`src/rtl/ps2_tx.sv`:
```
// ps2_tx: host-to-device PS/2 transmitter (inhibit, request, 10 device-clocked bits, ack)
//
// Ports:
//   i_clk, i_rst_n   system clock, asynchronous active-low reset
//   i_data, i_send   byte to send and single-cycle send request (ignored while busy)
//   i_ps2_clk/data   PS/2 line levels as seen at the pins
//   o_ps2_clk_oe     1 = pull the clock line low
//   o_ps2_data_oe    1 = pull the data line low
//   o_busy           transfer in progress
//   o_done, o_err    one-cycle completion / failure pulses
module ps2_tx #(
    parameter int INHIBIT_CYC = 6000,
    parameter int FILT_LEN    = 8,
    parameter int TIMEOUT_CYC = 750000
) (
    input  logic       i_clk,
    input  logic       i_rst_n,
    input  logic [7:0] i_data,
    input  logic       i_send,
    input  logic       i_ps2_clk,
    input  logic       i_ps2_data,
    output logic       o_ps2_clk_oe,
    output logic       o_ps2_data_oe,
    output logic       o_busy,
    output logic       o_done,
    output logic       o_err
);
    localparam int CMAX = INHIBIT_CYC > TIMEOUT_CYC ? INHIBIT_CYC : TIMEOUT_CYC;
    localparam int CW   = $clog2(CMAX + 1);
    localparam int FW   = $clog2(FILT_LEN + 1);

    typedef enum logic [2:0] {IDLE, INHIBIT, REQ, SEND, ACK, WAIT_IDLE} state_t;

    state_t          state;
    logic [1:0]      clk_sync;
    logic [1:0]      dat_sync;
    logic [FW-1:0]   filt_cnt;
    logic            filt_clk;
    logic            filt_prev;
    logic [9:0]      frame;
    logic [3:0]      bit_cnt;
    logic [CW-1:0]   cnt;
    logic            fall;
    logic            dev_owned;
    logic            tmo;

    assign fall      = filt_prev & ~filt_clk;
    assign dev_owned = state == SEND || state == ACK || state == WAIT_IDLE;
    assign tmo       = dev_owned && !fall && cnt == CW'(TIMEOUT_CYC - 1);

    // Synchronizers idle high so a reset never fabricates a falling edge.
    always_ff @(posedge i_clk or negedge i_rst_n) begin
        if (!i_rst_n) begin
            clk_sync  <= 2'b11;
            dat_sync  <= 2'b11;
            filt_cnt  <= '0;
            filt_clk  <= 1'b1;
            filt_prev <= 1'b1;
        end else begin
            clk_sync  <= {clk_sync[0], i_ps2_clk};
            dat_sync  <= {dat_sync[0], i_ps2_data};
            filt_prev <= filt_clk;
            if (clk_sync[1] == filt_clk) begin
                filt_cnt <= '0;
            end else if (filt_cnt == FW'(FILT_LEN - 1)) begin
                filt_clk <= clk_sync[1];
                filt_cnt <= '0;
            end else begin
                filt_cnt <= filt_cnt + 1'b1;
            end
        end
    end

    always_ff @(posedge i_clk or negedge i_rst_n) begin
        if (!i_rst_n) begin
            state         <= IDLE;
            frame         <= '0;
            bit_cnt       <= '0;
            cnt           <= '0;
            o_ps2_clk_oe  <= 1'b0;
            o_ps2_data_oe <= 1'b0;
            o_busy        <= 1'b0;
            o_done        <= 1'b0;
            o_err         <= 1'b0;
        end else begin
            o_done <= 1'b0;
            o_err  <= 1'b0;
            // While the device owns the clock, cnt measures time since its last falling edge.
            if (dev_owned)
                cnt <= fall ? '0 : cnt + 1'b1;
            case (state)
                IDLE: begin
                    // A request coinciding with a completion pulse is dropped.
                    if (i_send && !o_done && !o_err) begin
                        frame        <= {1'b1, ~^i_data, i_data};
                        bit_cnt      <= '0;
                        cnt          <= '0;
                        o_busy       <= 1'b1;
                        o_ps2_clk_oe <= 1'b1;
                        state        <= INHIBIT;
                    end
                end
                INHIBIT: begin
                    if (cnt == CW'(INHIBIT_CYC - 1)) begin
                        cnt           <= '0;
                        o_ps2_data_oe <= 1'b1;
                        state         <= REQ;
                    end else begin
                        cnt <= cnt + 1'b1;
                    end
                end
                REQ: begin
                    o_ps2_clk_oe <= 1'b0;
                    cnt          <= '0;
                    state        <= SEND;
                end
                SEND: begin
                    if (fall) begin
                        o_ps2_data_oe <= ~frame[bit_cnt];
                        bit_cnt       <= bit_cnt + 1'b1;
                        if (bit_cnt == 4'd9)
                            state <= ACK;
                    end
                end
                ACK: begin
                    if (fall) begin
                        o_err  <= dat_sync[1];
                        o_busy <= ~dat_sync[1];
                        state  <= dat_sync[1] ? IDLE : WAIT_IDLE;
                    end
                end
                WAIT_IDLE: begin
                    if (filt_clk && dat_sync[1]) begin
                        o_done <= 1'b1;
                        o_busy <= 1'b0;
                        state  <= IDLE;
                    end
                end
                default: state <= IDLE;
            endcase
            // Timeout overrides whatever the state arm decided this cycle.
            if (tmo) begin
                o_done        <= 1'b0;
                o_err         <= 1'b1;
                o_busy        <= 1'b0;
                o_ps2_clk_oe  <= 1'b0;
                o_ps2_data_oe <= 1'b0;
                state         <= IDLE;
            end
        end
    end
endmodule

```
`config.mk`:
```
export PLATFORM = sky130hd
export DESIGN_NAME = ps2_tx
export DESIGN_NICKNAME = d
export VERILOG_FILES = /design/src/rtl/ps2_tx.sv
export SDC_FILE = /design/constraint.sdc
export NUM_CORES = 1
export LEC_CHECK = 0
export ABC_AREA = 1
export CAP_MARGIN = 25
export CORE_ASPECT_RATIO = 0.6
export CORE_MARGIN = 3
export CORE_UTILIZATION = 59
export CTS_CLUSTER_DIAMETER = 50
export CTS_CLUSTER_SIZE = 14
export DETAILED_ROUTE_END_ITERATION = 8
export PLACE_DENSITY = 0.8
export SLEW_MARGIN = 40
export SYNTH_ARGS = -nofsm -noshare
export SYNTH_HDL_FRONTEND = slang
export SYNTH_SLANG_ARGS = --single-unit
```
`constraint.sdc`:
```
create_clock -name i_clk -period 2.2 [get_ports i_clk]
set_clock_uncertainty 0.05 [all_clocks]
set_input_delay 0.44 -clock i_clk [delete_from_list [all_inputs] [get_ports i_clk]]
set_output_delay 0.44 -clock i_clk [all_outputs]
set_load 0.01 [all_outputs]
```
# == After elaboration in Yosys (flattened, before gate mapping) ==
# Index checks and enable logic that the tools add are counted.
# word_totals
regBits,52
output_inout_bits,5
# classes
n_addsub,3
magnitude_cmp,1
eq_ne,18
n_mux,38
bitwise,5
n_reduce_logical,23
# op_table
op,n
$mux 20,4
$pmux 20 s3,1
$mux 3,8
$add 20x1->20 const B,1
$eq 20x13->1 const B,1
$eq 20x20->1 const B,1
$pmux 3 s6,1
$mux 4,4
$mux 1,15
$ne 3x3->1 const B,4
$add 4x1->4 const B,2
$pmux 4 s2,1
$reduce_xnor 8->1,1
$eq 3x2->1 const B,2
$eq 3x3->1 const B,2
$ne 3x2->1 const B,2
$reduce_and 2->1,3
$reduce_and 3->1,2
$reduce_and 6->1,1
$reduce_bool 3->1,2
$logic_and 1x1->1,5
$lt 4x5->1 const B,1
$bmux 1 s4,1
$eq 4x3->1 const B,1
14 further kinds,22

# == Longest topological paths before layout ==
# Gate-level depths: netlist of run 1.
# logic_depth
depth_word,7
mapped_depth,12
mapped_depth_nobuf,12

# == Least setup slack after synthesis of run 1 ==
# Ideal clock, no wire load.
# synth_path
path_kind,register to register
from,register cnt[0]
to,register cnt[18]
setup_time_ns,0.122
arrival_time_ns,1.484
required_time_ns,2.028
setup_slack_ns,0.544
path_stages_with_launch,9
path_buffers,0
path_cell_list,dfrtp_1 > ha_1 > nand2_2 > nor3_2 > nand3_2 > nor3_4 > nand3_1 > nand2_1 > a21oi_2
# synth_between
elab_chain_cells,5
# synth_rtl
element,line,rtl
from (decl),42,logic [CW-1:0] cnt;
from (signal assigned),90,cnt <= fall ? '0 : cnt + 1'b1;
from (signal assigned),109,cnt <= cnt + 1'b1;
$add 20x1->20,"90, 109",
$mux 20,90,
$mux 20,89,if (dev_owned)
$mux 20,94,if (i_send && !o_done && !o_err) begin
$pmux 20 s3 *,91,case (state)
# Mark *: on every way between the ends. The rest lies on a longest branch, timed or not.
# A chain may end at the register's enable or synchronous reset.

# == Final worst setup path of run 1 ==
# Ends and elaborated chain as after synthesis.

==> flow_summary.ini, run 1 <==
[sta]
tns_ns = 0
max_freq_ghz = 0.5079
finalCritPeriodShare_pct = 89.50
finalCriticalPeriod_ns = 1.969
hold_viol_final = 0
whs_ns = 0.007373
setup_viol = 0
report.final.slew_viol_count = 0
rsz0062_at_grt = false
slew_headroom_pct = 68.06
worstMarginPinSlew_ns = 0.4791

[yosys]
synth_top_cell_by_area = dfrtp_1
synth_cells = 387
yosys.area.top_type_share_pct = 37.97
syn_area_per_cell_sq_um = 7.834
ys_seq_elements = 52
yosys-top-cells-area = dfrtp_1, nand2_1, dfstp_2, nand3_1, nor2_1
synth_fp_nets = 404
synth_cell_types = 37
synth_area_sq_mm = 0.003032
yosys_warnings = 0
synth-seq-area-share_pct = 43.17

[place]
io_buffers = 17
numPlacedInstances = 466
dpl-instance-area_sq_mm = 0.003283
routabilityCongestion = 0.9002
dpl.hpwl_microns = 5112

[critical_path]
cp-start-kind = register
worst_path_max_delay_cell = dfrtp_1
crit_path_end_kind = register
reg2regPathDepth = 8
path_delay_family = simple AND/OR/NAND/NOR gates
required_ns = 2.36
critPathMaxStageDelay_ns = 0.45
cp.depth = 8
path_cells = ha_1 -> nand2_2 -> nor3_2 -> nand3_2 -> nor3_4 -> nand3_1 -> nand2_1 -> a21oi_2
cp_num_buf_inv = 0
crit_arrival_ns = 2.13
crit_fanout = 5
path_class = register to register
r2r_start = cnt[0]
rr_endpoint = cnt[18]
rrSetupSlack_ns = 0.23

[die]
core_sq_mm = 0.004755
initial_core_util_pct = 63.76
die_y_microns = 61.53
num_rows = 19
dieArea_sq_mm = 0.006063
fp.dieW_microns = 98.54
io-pin-count = 18

[cts]
clkSinkCount = 52
root_buffer = clkbuf_8
postCtsResizedCells = 0
ctsHoldBuffers = 0
post_cts_buffers = 0
clock_latency_ns = 0.32
clk_pin_slew_worst_paths_ns = 0.11
cts_tree = done
cts_buffers = 5
cts.path.max_buffers = 2
htreeDepth = 2

[finish]
syn2layout_area_growth_pct = 11.47
drive_above_1_share_pct = 13.63
antennaDiodeCount = 0
ff_latch_area_sq_mm = 0.001309
multiInputGateArea_sq_mm = 0.001508
final_nets = 427
fillers = 368
stdcell_area_sq_mm = 0.003379
stdcell_count = 474

[global_routing]
antenna_found_initial = 0
grt_pass1_vias = 2338
grt_max_degree = 27
grt_pass1_wl_microns = 10960
grtUsageTotal_pct = 23.14
overflow = 0

[route]
vias = 2638
wire_per_inst_microns = 14.05
ant_nets = 0
wl_microns = 6659
via_per_inst = 5.565
firstDrtPassIters = 5
detail_route.drc_violations = 0
drtIter0Drc = 218

[power]
p_leak_nw = 1.571
irDropWorstVdd_v = 0.0005882
total_power_mw = 3.422
powerDensity_mw_per_mm2 = 1013

[status]
status = complete, no violations

[min_path]
hp-class = primary input to async pin

[job]
max_cap_violations = 0
## cell families after synthesis
group / after synthesis / synth area share (%)
DFF: 52 / 43.17
xor gates and xnor gates: 18 / 5.200
buffers and inverters: 53 / 7.098
and+or+nand+nor: 207 / 32.15
AOI/OAI and AO/OA: 53 / 10.73
adders and majority gates: 4 / 1.651
## report_power, final
group / internal [mW] / switching (mW)
clock network: 0.234 / 0.355
logic: 0.503 / 0.939
registers: 1.19 / 0.200
## through the flow
step                util [%]  setup slack [ns]
floorplan                  -            0.5438
global placement       69.05            0.1807
detailed placement     69.05           0.09842
CTS                    71.08            0.2501
global route           71.08            0.1247
finish                 71.08            0.2309
## cells in the final DEF (no fill, tap or decap), types with 2 or more instances in the layout
cell type and count:
nand2_1 102, dfrtp_1 46, nor2_1 39, inv_1 38, nand3_1 31, a21oi_1 17
clkdlybuf4s50_1 16, o21ai_0 13, xor2_1 10, inv_2 9, o21ai_1 9, xnor2_1 8
dfstp_2 6, nand3_2 5, nand2_2 5, nor2_2 5, nand4_1 5, clkbuf_8 5
ha_1 4, nor3_1 3, o21bai_1 3, buf_4 3, nor2_4 2, nor3_4 2
nor3_2 2, a21oi_2 2, a22o_1 2, nand3b_1 2, o22ai_2 2, nor4_1 2
o211ai_1 2
## worst max-delay path by stage
stage / start / to
final: cnt[0] / cnt[18]
after global routing: cnt[0] / cnt[12]
after global placement: i_send / bit_cnt[3]
after CTS: cnt[0] / cnt[18]
after detailed placement: i_send / bit_cnt[3]
after floorplan: cnt[0] / cnt[18]
## layer usage
metal / GRT usage [%] / vias up / part of all wire, %
met5: 0 / - / 0
met4: 5.447 / 0 / 0.92
met3: 4.751 / 9 / 8.4
met1: 34.24 / 1226 / 49
li1: - / 1297 / -
met2: 35.54 / 106 / 42
## layout make-up
class | instances | share of cell area [%]
tap | 63 | 2.332
multi-input combinational | 282 | 44.61
inverter | 48 | 5.331
clock inverter | 3 | 0.8145
sequential | 52 | 38.73
clock buffer | 5 | 2.036
timing repair buffer | 21 | 6.146
## synthesized netlist by cell type, drive strengths merged
| cell | count |
|---|---|
| nand2 | 108 |
| inv | 47 |
| dfrtp | 46 |
| nor2 | 46 |
| nand3 | 37 |
| o21ai | 22 |
| a21oi | 20 |
| xor2 | 10 |
| xnor2 | 8 |
| nor3 | 7 |
| dfstp | 6 |
| nand4 | 5 |
| ha | 4 |
| buf | 3 |
| o21bai | 3 |
| a22o | 2 |
| clkbuf | 2 |
| nand3b | 2 |
| nor4 | 2 |
| o211ai | 2 |
| o22ai | 2 |
| clkinv | 1 |
| o2111ai | 1 |
| o31ai | 1 |
## sequential cells by signal, summed over array words and instances, names as in the netlist
| signal | count |
|---|---|
| o_done | 1 |
| dat_sync | 2 |
| bit_cnt | 4 |
| o_err | 1 |
| clk_sync | 2 |
| frame | 10 |
| filt_prev | 1 |
| state | 3 |
| filt_clk | 1 |
| o_ps2_data_oe | 1 |
| cnt | 20 |
| o_ps2_clk_oe | 1 |
| o_busy | 1 |
| filt_cnt | 4 |
Power figures use the tool's default switching activity.
==> run 2, diff against run 1 <==
GPL_ROUTABILITY_DRIVEN = 0   (was not set)
==> results of run 2 <==
No change in the layout: final DEF, timing and power equal those of run 1.
==> run 3, diff against run 2 <==
CORE_MARGIN = not set   (was 3)
==> flow_summary.ini, run 3 (synthesis results as in run 1) <==
[status]
status = complete, no violations

[sta]
tns_ns = 0
slew_headroom_pct = 72.89
worstMarginPinSlew_ns = 0.4044
setup_viol = 0
hold_viol_final = 0
setup_slack_ns = 0.2308
finalCritPeriodShare_pct = 89.51
max_freq_ghz = 0.5078
finalCriticalPeriod_ns = 1.969
report.final.slew_viol_count = 0
rsz0062_at_grt = false

[route]
drtIter0Drc = 160
ant_nets = 0
firstDrtPassIters = 6
wire_per_inst_microns = 13.77
detail_route.drc_violations = 0
wl_microns = 6528
via_per_inst = 5.568
vias = 2639

[critical_path]
rr_endpoint = cnt[18]
path_class = register to register
path_delay_family = simple AND/OR/NAND/NOR gates
crit_fanout = 5
critPathMaxStageDelay_ns = 0.46
crit_arrival_ns = 2.12
rrSetupSlack_ns = 0.23
reg2regPathDepth = 8
crit_path_end_kind = register
path_cells = ha_1 -> nand2_2 -> nor3_2 -> nand3_2 -> nor3_4 -> nand3_1 -> nand2_1 -> a21oi_2
cp-start-kind = register
required_ns = 2.35
worst_path_max_delay_cell = dfrtp_1
cp_num_buf_inv = 0
r2r_start = cnt[0]

[place]
io_buffers = 17
place_ws_ns = 0.1600
numPlacedInstances = 466
dpl-instance-area_sq_mm = 0.003271
dpl.hpwl_microns = 5033

[power]
p_leak_nw = 1.566
irDropWorstVdd_v = 0.0004727
powerDensity_mw_per_mm2 = 1020

[die]
core_sq_mm = 0.004755
die_y_microns = 57.53
fp.dieW_microns = 94.54
dieArea_sq_mm = 0.005438
initial_core_util_pct = 63.76
num_rows = 19
io-pin-count = 18

[global_routing]
grt_pass1_wl_microns = 10780
grtUsageTotal_pct = 26.09
antenna_found_initial = 0
grt_pass1_vias = 2321
grt_max_degree = 28
overflow = 0

[finish]
top_regs = cnt x20, frame x10
largest_reg_flops = 20
syn2layout_area_growth_pct = 11.06
final_nets = 427
layout_commonest_cell = nand2_1
drive_above_1_share_pct = 13.63
stdcell_area_sq_mm = 0.003367
layout_common_cells = nand2_1, dfrtp_1, nor2_1
final_util_pct = 70.82
antennaDiodeCount = 0
regMostFlops = cnt
stdcell_count = 474

[job]
max_cap_violations = 0

[cts]
clk_pin_slew_worst_paths_ns = 0.11
clkSinkCount = 52
cts_buffers = 5
htreeDepth = 2
post_cts_buffers = 0
cts.path.max_buffers = 2
ctsHoldBuffers = 0
cts_tree = done
postCtsResizedCells = 0
root_buffer = clkbuf_8
clock_latency_ns = 0.32

[min_path]
hp-class = primary input to async pin
## run 3: area by class of cell
| cell class | count | area, sq um |
|---|---|---|
| Clock buffer | 5 | 68.82 |
| Tap cell | 63 | 78.83 |
| Clock inverter | 3 | 27.53 |
| Sequential cell | 52 | 1309 |
| Inverter | 48 | 180.2 |
| Fill cell | 383 | 1388 |
| Timing Repair Buffer | 21 | 195.2 |
| Multi-Input combinational cell | 282 | 1508 |
## run 3: metrics by stage
step	hold WS (ns)	power (mW)
CTS	0.06747	3.430
global placement	0.2959	2.771
finish	0.05301	3.433
floorplan	0.09441	2.482
global route	0.08538	3.678
detailed placement	0.2998	2.844
## run 3: report_power, final
part / switching (mW) / internal (mW) / total, mW
clock: 0.350 / 0.234 / 0.585
combinational: 0.956 / 0.502 / 1.46
sequential: 0.200 / 1.19 / 1.39
## run 3: worst max path at each step
stage / slack [ns] / startpoint / end / depth (start not counted)
floorplan: 0.54 / cnt[0] / cnt[18] / 8
global placement: 0.18 / i_send / cnt[5] / 9
finish: 0.23 / cnt[0] / cnt[18] / 8
detailed placement: 0.16 / i_send / cnt[5] / 9
CTS: 0.26 / cnt[0] / cnt[18] / 8
global route: 0.12 / cnt[0] / cnt[18] / 8
## run 3: metal layers
metal | vias up | global-route usage, % | part of all wire [%] | wire [microns]
li1 | 1294 | - | - | -
met1 | 1236 | 40.28 | 50 | 3252
met2 | 101 | 37.06 | 41 | 2705
met3 | 8 | 6.933 | 8.0 | 522
met4 | 0 | 4.978 | 0.74 | 48
met5 | - | 0 | 0 | 0
